$ cat src/rtl/hex_dump_sequencer.sv
// Walks a bank of words MSB-byte-first through one shared byte-to-hex converter
// and writes the two resulting characters per byte into a text buffer.
module hex_dump_sequencer #(
  parameter int NUM_WORDS   = 32,
  parameter int WORD_W      = 32,
  parameter int IDX_W       = 5,
  parameter int CHAR_ADDR_W = 10,
  parameter int BASE_ADDR   = 0,
  parameter int LINE_STRIDE = 16
) (
  input  logic                   clk,
  input  logic                   rst_n,
  input  logic                   start,
  input  logic                   hex_en,
  output logic                   busy,
  output logic                   done,
  output logic                   word_rd_en,
  output logic [IDX_W-1:0]       word_addr,
  input  logic [WORD_W-1:0]      word_data,
  output logic [7:0]             conv_bin,
  output logic                   conv_en,
  input  logic [15:0]            conv_ascii,
  output logic                   char_we,
  output logic [CHAR_ADDR_W-1:0] char_addr,
  output logic [7:0]             char_data,
  input  logic                   char_ready
);

  localparam int NBYTES = WORD_W / 8;
  localparam int B_W    = (NBYTES > 1) ? $clog2(NBYTES) : 1;
  localparam logic [B_W-1:0]         LAST_B   = B_W'(NBYTES - 1);
  localparam logic [IDX_W-1:0]       LAST_W   = IDX_W'(NUM_WORDS - 1);
  localparam logic [CHAR_ADDR_W-1:0] BASE_A   = CHAR_ADDR_W'(BASE_ADDR);
  localparam logic [CHAR_ADDR_W-1:0] STRIDE_A = CHAR_ADDR_W'(LINE_STRIDE);

  typedef enum logic [2:0] {
    S_IDLE, S_FETCH, S_LATCH, S_EMIT_HI, S_EMIT_LO, S_DONE
  } state_t;

  state_t                   r_state;
  state_t                   w_next;
  logic [IDX_W-1:0]         r_w;
  logic [B_W-1:0]           r_b;
  logic [WORD_W-1:0]        r_shift;
  logic                     r_hex_en;
  logic [CHAR_ADDR_W-1:0]   r_line_addr;
  logic [CHAR_ADDR_W-1:0]   r_char_addr;

  // Character address is tracked incrementally (line base + running offset)
  // instead of computing BASE + w*STRIDE + 2*b with a multiplier; the modulo
  // 2**CHAR_ADDR_W wrap falls out of the register width.
  always_ff @(posedge clk or negedge rst_n) begin
    if (!rst_n) begin
      r_state     <= S_IDLE;
      r_w         <= '0;
      r_b         <= '0;
      r_shift     <= '0;
      r_hex_en    <= 1'b0;
      r_line_addr <= '0;
      r_char_addr <= '0;
    end else begin
      r_state <= w_next;
      case (r_state)
        S_IDLE: begin
          if (start) begin
            r_hex_en    <= hex_en;
            r_w         <= '0;
            r_b         <= '0;
            r_line_addr <= BASE_A;
            r_char_addr <= BASE_A;
          end
        end
        S_LATCH: r_shift <= word_data;
        S_EMIT_HI: begin
          if (char_ready) r_char_addr <= r_char_addr + CHAR_ADDR_W'(1);
        end
        S_EMIT_LO: begin
          if (char_ready) begin
            if (r_b < LAST_B) begin
              r_b         <= r_b + B_W'(1);
              r_shift     <= r_shift << 8;
              r_char_addr <= r_char_addr + CHAR_ADDR_W'(1);
            end else if (r_w < LAST_W) begin
              r_w         <= r_w + IDX_W'(1);
              r_b         <= '0;
              r_line_addr <= r_line_addr + STRIDE_A;
              r_char_addr <= r_line_addr + STRIDE_A;
            end
          end
        end
        default: ;
      endcase
    end
  end

  always_comb begin
    w_next     = r_state;
    busy       = (r_state != S_IDLE);
    done       = 1'b0;
    word_rd_en = 1'b0;
    word_addr  = '0;
    conv_bin   = '0;
    char_we    = 1'b0;
    char_addr  = '0;
    char_data  = '0;
    case (r_state)
      S_IDLE: begin
        if (start) w_next = S_FETCH;
      end
      S_FETCH: begin
        word_rd_en = 1'b1;
        word_addr  = r_w;
        w_next     = S_LATCH;
      end
      S_LATCH: w_next = S_EMIT_HI;
      S_EMIT_HI: begin
        conv_bin  = r_shift[WORD_W-1 -: 8];
        char_we   = 1'b1;
        char_addr = r_char_addr;
        char_data = conv_ascii[15:8];
        if (char_ready) w_next = S_EMIT_LO;
      end
      S_EMIT_LO: begin
        conv_bin  = r_shift[WORD_W-1 -: 8];
        char_we   = 1'b1;
        char_addr = r_char_addr;
        char_data = conv_ascii[7:0];
        if (char_ready) begin
          if (r_b < LAST_B)      w_next = S_EMIT_HI;
          else if (r_w < LAST_W) w_next = S_FETCH;
          else                   w_next = S_DONE;
        end
      end
      S_DONE: begin
        done   = 1'b1;
        w_next = S_IDLE;
      end
      default: w_next = S_IDLE;
    endcase
  end

  assign conv_en = r_hex_en;

endmodule

$ cat config.mk
export PLATFORM = sky130hd
export DESIGN_NAME = hex_dump_sequencer
export DESIGN_NICKNAME = d
export VERILOG_FILES = /design/src/rtl/hex_dump_sequencer.sv
export SDC_FILE = /design/constraint.sdc
export NUM_CORES = 1
export LEC_CHECK = 0
export ABC_CLOCK_PERIOD_IN_PS = 1610
export CORE_MARGIN = 2
export CORE_UTILIZATION = 50
export DETAILED_ROUTE_END_ITERATION = 16
export DONT_BUFFER_PORTS = 1
export PLACE_DENSITY = 0.68
export SETUP_SLACK_MARGIN = 0.2
export SLEW_MARGIN = 0
export SYNTH_ARGS = -nofsm -noshare
export SYNTH_HDL_FRONTEND = slang
export SYNTH_SLANG_ARGS = --single-unit
$ cat constraint.sdc
create_clock -name clk -period 1.61 [get_ports clk]
set_input_delay 0.2415 -clock clk [delete_from_list [all_inputs] [get_ports clk]]
set_output_delay 0.2415 -clock clk [all_outputs]
set_load 0.005 [all_outputs]
== Word level (Yosys, flattened, before mapping) ==
Cells that the tools add are included.

* $add $sub $neg: 4
* $mul: 0
* Div/mod/pow operators: 0
* Magnitude comparators: 2
* Equal/unequal tests: 12
* Shift operators: 0
* Multiplexer cells: 35
* Bitwise gates (word level): 0
* Reduce and logical (&&, ||, !) cells: 12

{| class="wikitable"
|+ Operators by type and width
! cell !! number
|-
| 2-to-1 mux 10 bit || 8
|-
| 2-to-1 mux 32 bit || 2
|-
| one-hot mux 32 bit (2 select lines) || 1
|-
| one-hot mux 10 bit (3 select lines) || 1
|-
| 2-to-1 mux 5 bit || 5
|-
| one-hot mux 10 bit (2 select lines) || 1
|-
| one-hot mux 8 bit (2 select lines) || 1
|-
| 2-to-1 mux 3 bit || 5
|-
| one-hot mux 3 bit (5 select lines) || 1
|-
| inequality test 2 bit (second input constant) || 6
|-
| adder 10 x 1 -> 10 bit (second input constant) || 1
|-
| adder 10 x 5 -> 10 bit (second input constant) || 1
|-
| one-hot mux 5 bit (2 select lines) || 1
|-
| AND reduction 5 bit || 2
|-
| 2-to-1 mux 2 bit || 4
|-
| 2-to-1 mux 8 bit || 1
|-
| == test 3 x 2 -> 1 bit (second input constant) || 2
|-
| == test 3 bit (second input constant) || 2
|-
| AND reduction 3 bit || 2
|-
| nonzero test 3 bit || 2
|-
| adder 5 x 1 -> 5 bit (second input constant) || 1
|-
| < comparator 5 bit (second input constant) || 1
|-
| one-hot mux 2 bit (2 select lines) || 1
|-
| AND reduction 4 bit || 1
|-
| 9 further kinds || 12
|}

* Flip-flop bits (word level): 63
* Bits in latches: 0
* Bits in writable memories: 0
* Bits in read-only memories: 0
* Memories: 0

== Depth between registers and ports, before layout ==
Gate-level depths: netlist (run 1).

* Depth in word-level cells: 5
* Mapped depth: 8

== Least setup slack after synthesis (run 1) ==
No wires, ideal clock.

* Path kind: register to register
* Start: register r_b[0]
* End: register r_shift[10]
* Setup time: 127 ps
* Arrival: 1606 ps
* Data required time: 1483 ps
* Path slack: -123 ps
* Cell stages (with the launch flop): 8
* Period minus slack after synthesis: 1733 ps
* Path through: dfrtp_1 -> ha_1 -> buf_2 -> nor4b_4 -> o22a_1 -> buf_4 -> buf_4 -> a31oi_1

* Longest elaborated chain between the ends: 3

{| class="wikitable"
|+ Ends and longest elaborated chain
! what !! RTL line !! source
|-
| start: declaration || 43 || <nowiki>logic [B_W-1:0] r_b;</nowiki>
|-
| start signal: assignment || 80 || <nowiki>r_b <= r_b + B_W'(1);</nowiki>
|-
| < comparator 2 bit || 79 || <nowiki>if (r_b < LAST_B) begin</nowiki>
|-
| inequality test 2 bit (no line) || - ||
|-
| AND reduction 3 bit (no line) || - ||
|-
| end signal: assignment || 73 || <nowiki>S_LATCH: r_shift <= word_data;</nowiki>
|-
| end signal: assignment || 81 || <nowiki>r_shift <= r_shift << 8;</nowiki>
|-
| end: declaration || 44 || <nowiki>logic [WORD_W-1:0] r_shift;</nowiki>
|}

Every way passes these cells.
A chain may end at the register's enable or synchronous reset.

== Worst setup path after layout (run 1) ==
* Start: register r_state[0]
* End: register r_shift[27]

* Longest elaborated chain between the ends: 3
* Elaborated cells between the ends (all ways): 7
* Classes of those cells: eq/ne: 4; mux: 1; reduce/logical: 2

{| class="wikitable"
|+ Ends and longest elaborated chain
! what !! RTL line !! source
|-
| start: declaration || 40 || <nowiki>state_t r_state;</nowiki>
|-
| start signal: assignment || 62 || <nowiki>r_state <= w_next;</nowiki>
|-
| == test 3 bit / == test 3 x 2 -> 1 bit (equally long branches) || 63 || <nowiki>case (r_state)</nowiki>
|-
| inequality test 2 bit (no line) / nonzero test 2 bit (equally long branches) || - ||
|-
| AND reduction 3 bit (no line) || - ||
|}

Parallel ways exist; a longest one is shown, timed or not.

==> flow_metrics.env, run 1 <==
export IMPL_synth_common_cells="nand2_1, dfrtp_1, nor2_1, o21ai_0, a31oi_1"
export IMPL_crit_path_start_kind="flop"
export IMPL_synth_seq_cells=59
export IMPL_final_setup_viol_count=73
export IMPL_critical_path_buf_inv_count=7
export IMPL_place_ws_ps=-110
export IMPL_drtIter0Drc=195
export IMPL_coreArea_um2=6280
export IMPL_die_area_um2=7070
export IMPL_initial_core_util_pct=51.0
export IMPL_yosysSeqAreaShare_pct=46.1
export IMPL_slew_headroom_pct=74.4
export IMPL_yosysUniqueCellTypes=48
export IMPL_crit_path_end_kind="flop"
export IMPL_violations="negative hold slack, negative setup slack"
export IMPL_drc=0
export IMPL_syn2layout_area_growth_pct=43.9
export IMPL_required_ps=1840
export IMPL_clkTransAtPathRegs_ps=70
export IMPL_yosysTopAreaCellShare_pct=46.1
export IMPL_portBuffers=0
export IMPL_max_clock_path_buffers=2
export IMPL_cp_depth=10
export IMPL_design_power_total_mw=8.69
export IMPL_status="finished with violations"
export IMPL_reg2reg_depth=10
export IMPL_fillers=426
export IMPL_crit_fanout=5
export IMPL_insertedDiodeCount=0
export IMPL_num_nets_final=489
export IMPL_peakVddDrop_mv=1.25
export IMPL_p_int_mw=5.51
export IMPL_fmax_ghz=0.521
export IMPL_syn_num_nets=420
export IMPL_yosys_warnings=0
export IMPL_skew_ps=6.85
export IMPL_cp_top_family="buffers and inverters"
export IMPL_hp_class="input pin to async pin"
export IMPL_hold_violations=59
export IMPL_grt_use_total_pct=26.5
export IMPL_crit_arrival_ps=2150
export IMPL_grt_ovfl_total=0
export IMPL_place_hpwl_um=5460
export IMPL_slew_viol_final=0
export IMPL_routed_via_density=5.87
export IMPL_stdcell_count=514
export IMPL_layout_drive_gt1_share_pct=40.7
export IMPL_dpl_cell_count=456
export IMPL_cts_made_buffers=9
export IMPL_path_class="flop to flop"
export IMPL_routabilityCongestion=0.836
export IMPL_die_height_um=84.1
export IMPL_p_seq_share_pct=27.1
export IMPL_grt_pass1_wl_um=14600
export IMPL_critical_path_cell_chain="buf_6 -> buf_6 -> nor4b_4 -> buf_4 -> o22a_4 -> buf_12 -> buf_8 -> buf_16 -> buf_8 -> a31oi_2"
export IMPL_power_switching_mw=3.18
export IMPL_insertion_delay_ps=350
export IMPL_synth_area_per_cell_um2=8.83
export IMPL_clkPwrFrac_pct=15.7
export IMPL_ant_nets=0
export IMPL_drtPass1Iterations=4
export IMPL_final_util_pct=73.5
export IMPL_period_share_pct=119
export IMPL_drv_cap=0
export IMPL_grt_antenna_before_repair=0
export IMPL_synthCells=363
export IMPL_vias=3018
export IMPL_yosysMostFrequentCell="nand2_1"
export IMPL_netlist_area_um2=3200
export IMPL_row_count=29
export IMPL_yosys_most_used_dff="dfrtp_1"
export IMPL_io_pins=89
export IMPL_wl_per_cell_um=19.0
export IMPL_swShare_pct=36.6
export IMPL_worst_pin_slew_ps=383
export IMPL_power_density_nw_per_um2=1880
export IMPL_grt_max_degree=60
export IMPL_cts_sinks=59
export IMPL_yosys_top_cells_area="dfrtp_1, nand2_1, a31oi_1, and2_1, o21ai_0"
export IMPL_grt_pass1_vias=2920
export IMPL_cts_root_buf="clkbuf_8"
export IMPL_rsz0062_at_grt="true"
export IMPL_setup_slack_ps=-310
export IMPL_h_tree_depth=3
export IMPL_die_x_um=84.1
export IMPL_holdWs_ps=-418
export IMPL_synth_largest_area_cell="dfrtp_1"
export IMPL_cts_tree="yes"
export IMPL_period_minus_slack_ps=1920
export IMPL_synth_edf_count=0
export IMPL_power_leakage_nw=2.02
export IMPL_async_flop_share_pct=100
export IMPL_combPwrFrac_pct=57.2
export IMPL_wirelength_um=9770
export IMPL_cp_slowest_cell="dfrtp_1"
export IMPL_worst_path_largest_cell_delay_ps=400
[flip-flops by register name (all words and copies together) (netlist names)]
name         cells
r_char_addr     10
conv_en          1
r_w              5
r_b              2
r_shift         32
r_state          3
r_line_addr      6
[worst paths after layout]
path,to,from,slack [ps]
max,r_shift[27]$_DFFE_PN0P_,r_state[0]$_DFFE_PN0P_,-310
min,r_char_addr[6]$_DFFE_PN0P_,rst_n,-420
max reg2reg,r_shift[27]$_DFFE_PN0P_,r_state[0]$_DFFE_PN0P_,-310
min reg2reg,r_shift[7]$_DFFE_PN0P_,r_shift[7]$_DFFE_PN0P_,510
max in group asynchronous,r_shift[5]$_DFFE_PN0P_,rst_n,1900
min in group clk,r_shift[1]$_DFFE_PN0P_,word_data[1],30
[metal layers]
layer	up-vias	track usage, %	routed length [µm]
li1	1413	-	-
met1	1466	35.7	3960
met2	118	41.8	4870
met3	21	5.44	691
met4	0	10.4	246
met5	-	0	0
[layout by cell type (no fill, tap or decap), types with 3 or more instances in the layout]
master	count
nor2_1	23
o21ai_2	3
a21oi_2	4
a31oi_1	23
buf_12	5
xnor2_1	3
or2_4	5
nand4_1	4
nand2_1	66
and2_4	23
o21ai_0	5
buf_6	27
clkbuf_8	10
nor2_4	6
nor2_2	11
nand3_1	9
o32a_1	3
buf_16	4
o21ai_1	23
or2_2	3
nand2_2	3
dfrtp_1	57
buf_4	38
a22o_1	15
ha_1	3
a31oi_2	3
inv_1	3
[timing repair]
item,CTS,global route
hold endpoints to repair,59,59
gates cloned,8,2
resized for setup,72,48
setup endpoints to repair,92,94
pin swaps,33,13
setup buffers,21,11
[power groups by stage]
stage	sequential [mW]	combinational (mW)	clock, mW
after floorplan	2.22	2.27	0
after global placement	2.28	2.69	0
after detailed placement	2.30	2.77	0
after CTS	2.28	4.20	1.37
after global routing	2.40	5.30	1.45
final	2.36	4.97	1.37
[stage by stage]
step / area, µm² / setup TNS (ps)
3_3_place_gp: 3560 / -182
6_report: 4610 / -15210
3_5_place_dp: 3560 / -1600
4_1_cts: 4330 / -11450
5_1_grt: 4610 / -19810
2_1_floorplan: 3340 / -1120
[cell families (layout without fill, tap and decap cells)]
| logic type | Yosys count | after routing | synth area share, % |
|---|---|---|---|
| and+or+nand+nor | 168 | 171 | 25.0 |
| adders and majority gates | 4 | 4 | 1.56 |
| xor gates and xnor gates | 5 | 5 | 1.37 |
| DFF | 59 | 59 | 46.1 |
| buffers and inverters | 26 | 97 | 4.96 |
| AOI/OAI and AO/OA | 98 | 98 | 20.1 |
| muxes | 3 | 3 | 1.02 |
[cell type report]
class	count	area, µm²	share of cell area [%]
Clock buffer	12	145	3.15
Clock inverter	4	50.0	1.09
Inverter	3	11.3	0.244
Multi-Input combinational cell	281	1940	42.1
Sequential cell	59	1480	32.1
Tap cell	77	96.3	2.09
Timing Repair Buffer	78	887	19.2
[worst register-to-register path: cells and delay by family, from the launching register on]
kind / cells / cell delay [ps]
buffers and inverters: 7 / 870
DFF: 1 / 400
and+or+nand+nor: 1 / 300
AOI/OAI and AO/OA: 2 / 240
Power figures use the tool's default switching activity.
==> run 2: changes to the inputs <==
CTS_BUF_LIST = sky130_fd_sc_hd__clkbuf_4 sky130_fd_sc_hd__clkbuf_8   (was not set)
==> flow_metrics.env, run 2 (synthesized netlist as in run 1, its figures left out) <==
export IMPL_max_clock_path_buffers=2
export IMPL_routed_via_density=5.92
export IMPL_timing_rr_end="r_shift[19]$_DFFE_PN0P_"
export IMPL_wirelength_um=10200
export IMPL_crit_path_start_kind="flop"
export IMPL_combPwrFrac_pct=55.8
export IMPL_drtPass1Iterations=5
export IMPL_cts_made_buffers=9
export IMPL_cts_root_buf="clkbuf_8"
export IMPL_cts_tree="yes"
export IMPL_cp_depth=5
export IMPL_final_setup_viol_count=90
export IMPL_final_setup_tns_ps=-18260
export IMPL_reg2reg_depth=8
export IMPL_grt_ovfl_total=0
export IMPL_final_cell_mix="nand2_1, dfrtp_1, buf_4"
export IMPL_row_count=29
export IMPL_period_share_pct=120
export IMPL_grt_max_degree=60
export IMPL_violations="negative hold slack, negative setup slack"
export IMPL_largest_register="r_shift"
export IMPL_io_pins=89
export IMPL_critical_path_buf_inv_count=2
export IMPL_final_common_cell="nand2_1"
export IMPL_multiInputGateArea_um2=1990
export IMPL_largest_reg_flops=32
export IMPL_power_switching_mw=3.15
export IMPL_worstReg2RegStart="r_state[1]$_DFFE_PN0P_"
export IMPL_cts_sinks=59
export IMPL_largest_registers="r_shift x32, r_char_addr x10, r_line_addr x6"
export IMPL_place_hpwl_um=5460
export IMPL_p_int_mw=5.42
export IMPL_path_class="flop to primary output"
export IMPL_portBuffers=0
export IMPL_reg2reg_slack_ps=-320
export IMPL_peakVddDrop_mv=1.19
export IMPL_grt_pass1_vias=2868
export IMPL_setup_slack_ps=-322
export IMPL_grt_pass1_wl_um=13900
export IMPL_hp_class="input pin to async pin"
export IMPL_critical_path_cell_chain="buf_6 -> nor3b_4 -> buf_6 -> or2_4 -> and2_4"
export IMPL_coreArea_um2=6280
export IMPL_wl_per_cell_um=19.8
export IMPL_slew_headroom_pct=61.1
export IMPL_die_area_um2=7070
export IMPL_rsz0062_at_grt="true"
export IMPL_swShare_pct=36.8
export IMPL_cp_slowest_cell="dfrtp_1"
export IMPL_drc=0
export IMPL_h_tree_depth=3
export IMPL_syn2layout_area_growth_pct=47.0
export IMPL_insertion_delay_ps=340
export IMPL_crit_path_end_kind="primary output"
export IMPL_crit_arrival_ps=1690
export IMPL_fmax_ghz=0.518
export IMPL_layout_drive_gt1_share_pct=44.0
export IMPL_status="finished with violations"
export IMPL_skew_ps=8.06
export IMPL_register_area_um2=1480
export IMPL_die_height_um=84.1
export IMPL_insertedDiodeCount=0
export IMPL_drv_cap=0
export IMPL_grt_antenna_before_repair=0
export IMPL_grt_use_total_pct=25.2
export IMPL_clkPwrFrac_pct=16.6
export IMPL_worst_path_largest_cell_delay_ps=400
export IMPL_fillers=410
export IMPL_power_density_nw_per_um2=1820
export IMPL_num_nets_final=491
export IMPL_required_ps=1370
export IMPL_die_x_um=84.1
export IMPL_ant_nets=0
export IMPL_worst_pin_slew_ps=579
export IMPL_vias=3057
export IMPL_holdWs_ps=-418
export IMPL_hold_violations=59
export IMPL_critPathMostFrequentCell="buf_6"
export IMPL_clkTransAtPathRegs_ps=70
export IMPL_routabilityCongestion=0.836
export IMPL_crit_fanout=6
export IMPL_cp_top_family="simple AND/OR/NAND/NOR gates"
export IMPL_drtIter0Drc=239
export IMPL_period_minus_slack_ps=1930
export IMPL_slew_viol_final=0
export IMPL_initial_core_util_pct=51.0
export IMPL_p_seq_share_pct=27.6
export IMPL_power_leakage_nw=2.06
==> run 2: cell types whose count changed in the layout (fill, tap and decap cells not counted), sizes merged <==
cell	delta
clkbuf	+3
buf	-1
==> run 2: how the worst max path moves through the flow <==
stage                                      start                          to  slack (ps)
after CTS                 r_state[1]$_DFFE_PN0P_                char_addr[1]        -250
after floorplan               r_b[0]$_DFFE_PN0P_  r_char_addr[3]$_DFFE_PN0P_         -80
after detailed placement      r_b[0]$_DFFE_PN0P_  r_char_addr[3]$_DFFE_PN0P_        -110
after global routing      r_state[1]$_DFFE_PN0P_                char_addr[9]        -390
after global placement        r_b[0]$_DFFE_PN0P_  r_char_addr[3]$_DFFE_PN0P_         -60
final                     r_state[1]$_DFFE_PN0P_                char_addr[9]        -320
==> run 2: metal layers <==
layer  track usage, %  routed length (µm)
met3             5.04                 661
met2             40.2                5040
met1             33.8                4200
met5                0                   0
met4             9.53                 286
==> run 2: power groups by stage <==
stage / logic [mW] / registers [mW] / clock network (mW)
after global placement: 2.69 / 2.28 / 0
after floorplan: 2.27 / 2.22 / 0
after CTS: 3.80 / 2.28 / 1.41
final: 4.78 / 2.36 / 1.42
after detailed placement: 2.77 / 2.30 / 0
after global routing: 5.12 / 2.41 / 1.50
==> run 2: metrics by stage <==
step / area, µm² / power, mW / std cells / worst slack, ps / util, %
floorplan: 3340 / 4.50 / 363 / -82.6 / -
global placement: 3560 / 4.97 / 456 / -57.5 / 56.7
detailed placement: 3560 / 5.06 / 456 / -110 / 56.7
CTS: 4300 / 7.50 / 502 / -252 / 68.4
global route: 4710 / 9.03 / 516 / -392 / 75.0
finish: 4710 / 8.57 / 516 / -322 / 75.0
==> run 2: area by class of cell <==
cell class / count / share of cell area [%]
Clock buffer: 12 / 3.24
Clock inverter: 4 / 1.06
Inverter: 3 / 0.239
Multi-Input combinational cell: 281 / 42.3
Sequential cell: 59 / 31.3
Tap cell: 77 / 2.05
Timing Repair Buffer: 80 / 19.7
==> run 2: what timing repair did <==
item	in CTS	in global routing
endpoints found under the hold margin	59	59
setup buffers	24	9
cloned	6	5
pin swaps	32	30
endpoints found under the setup margin	92	94
resized for setup	70	66
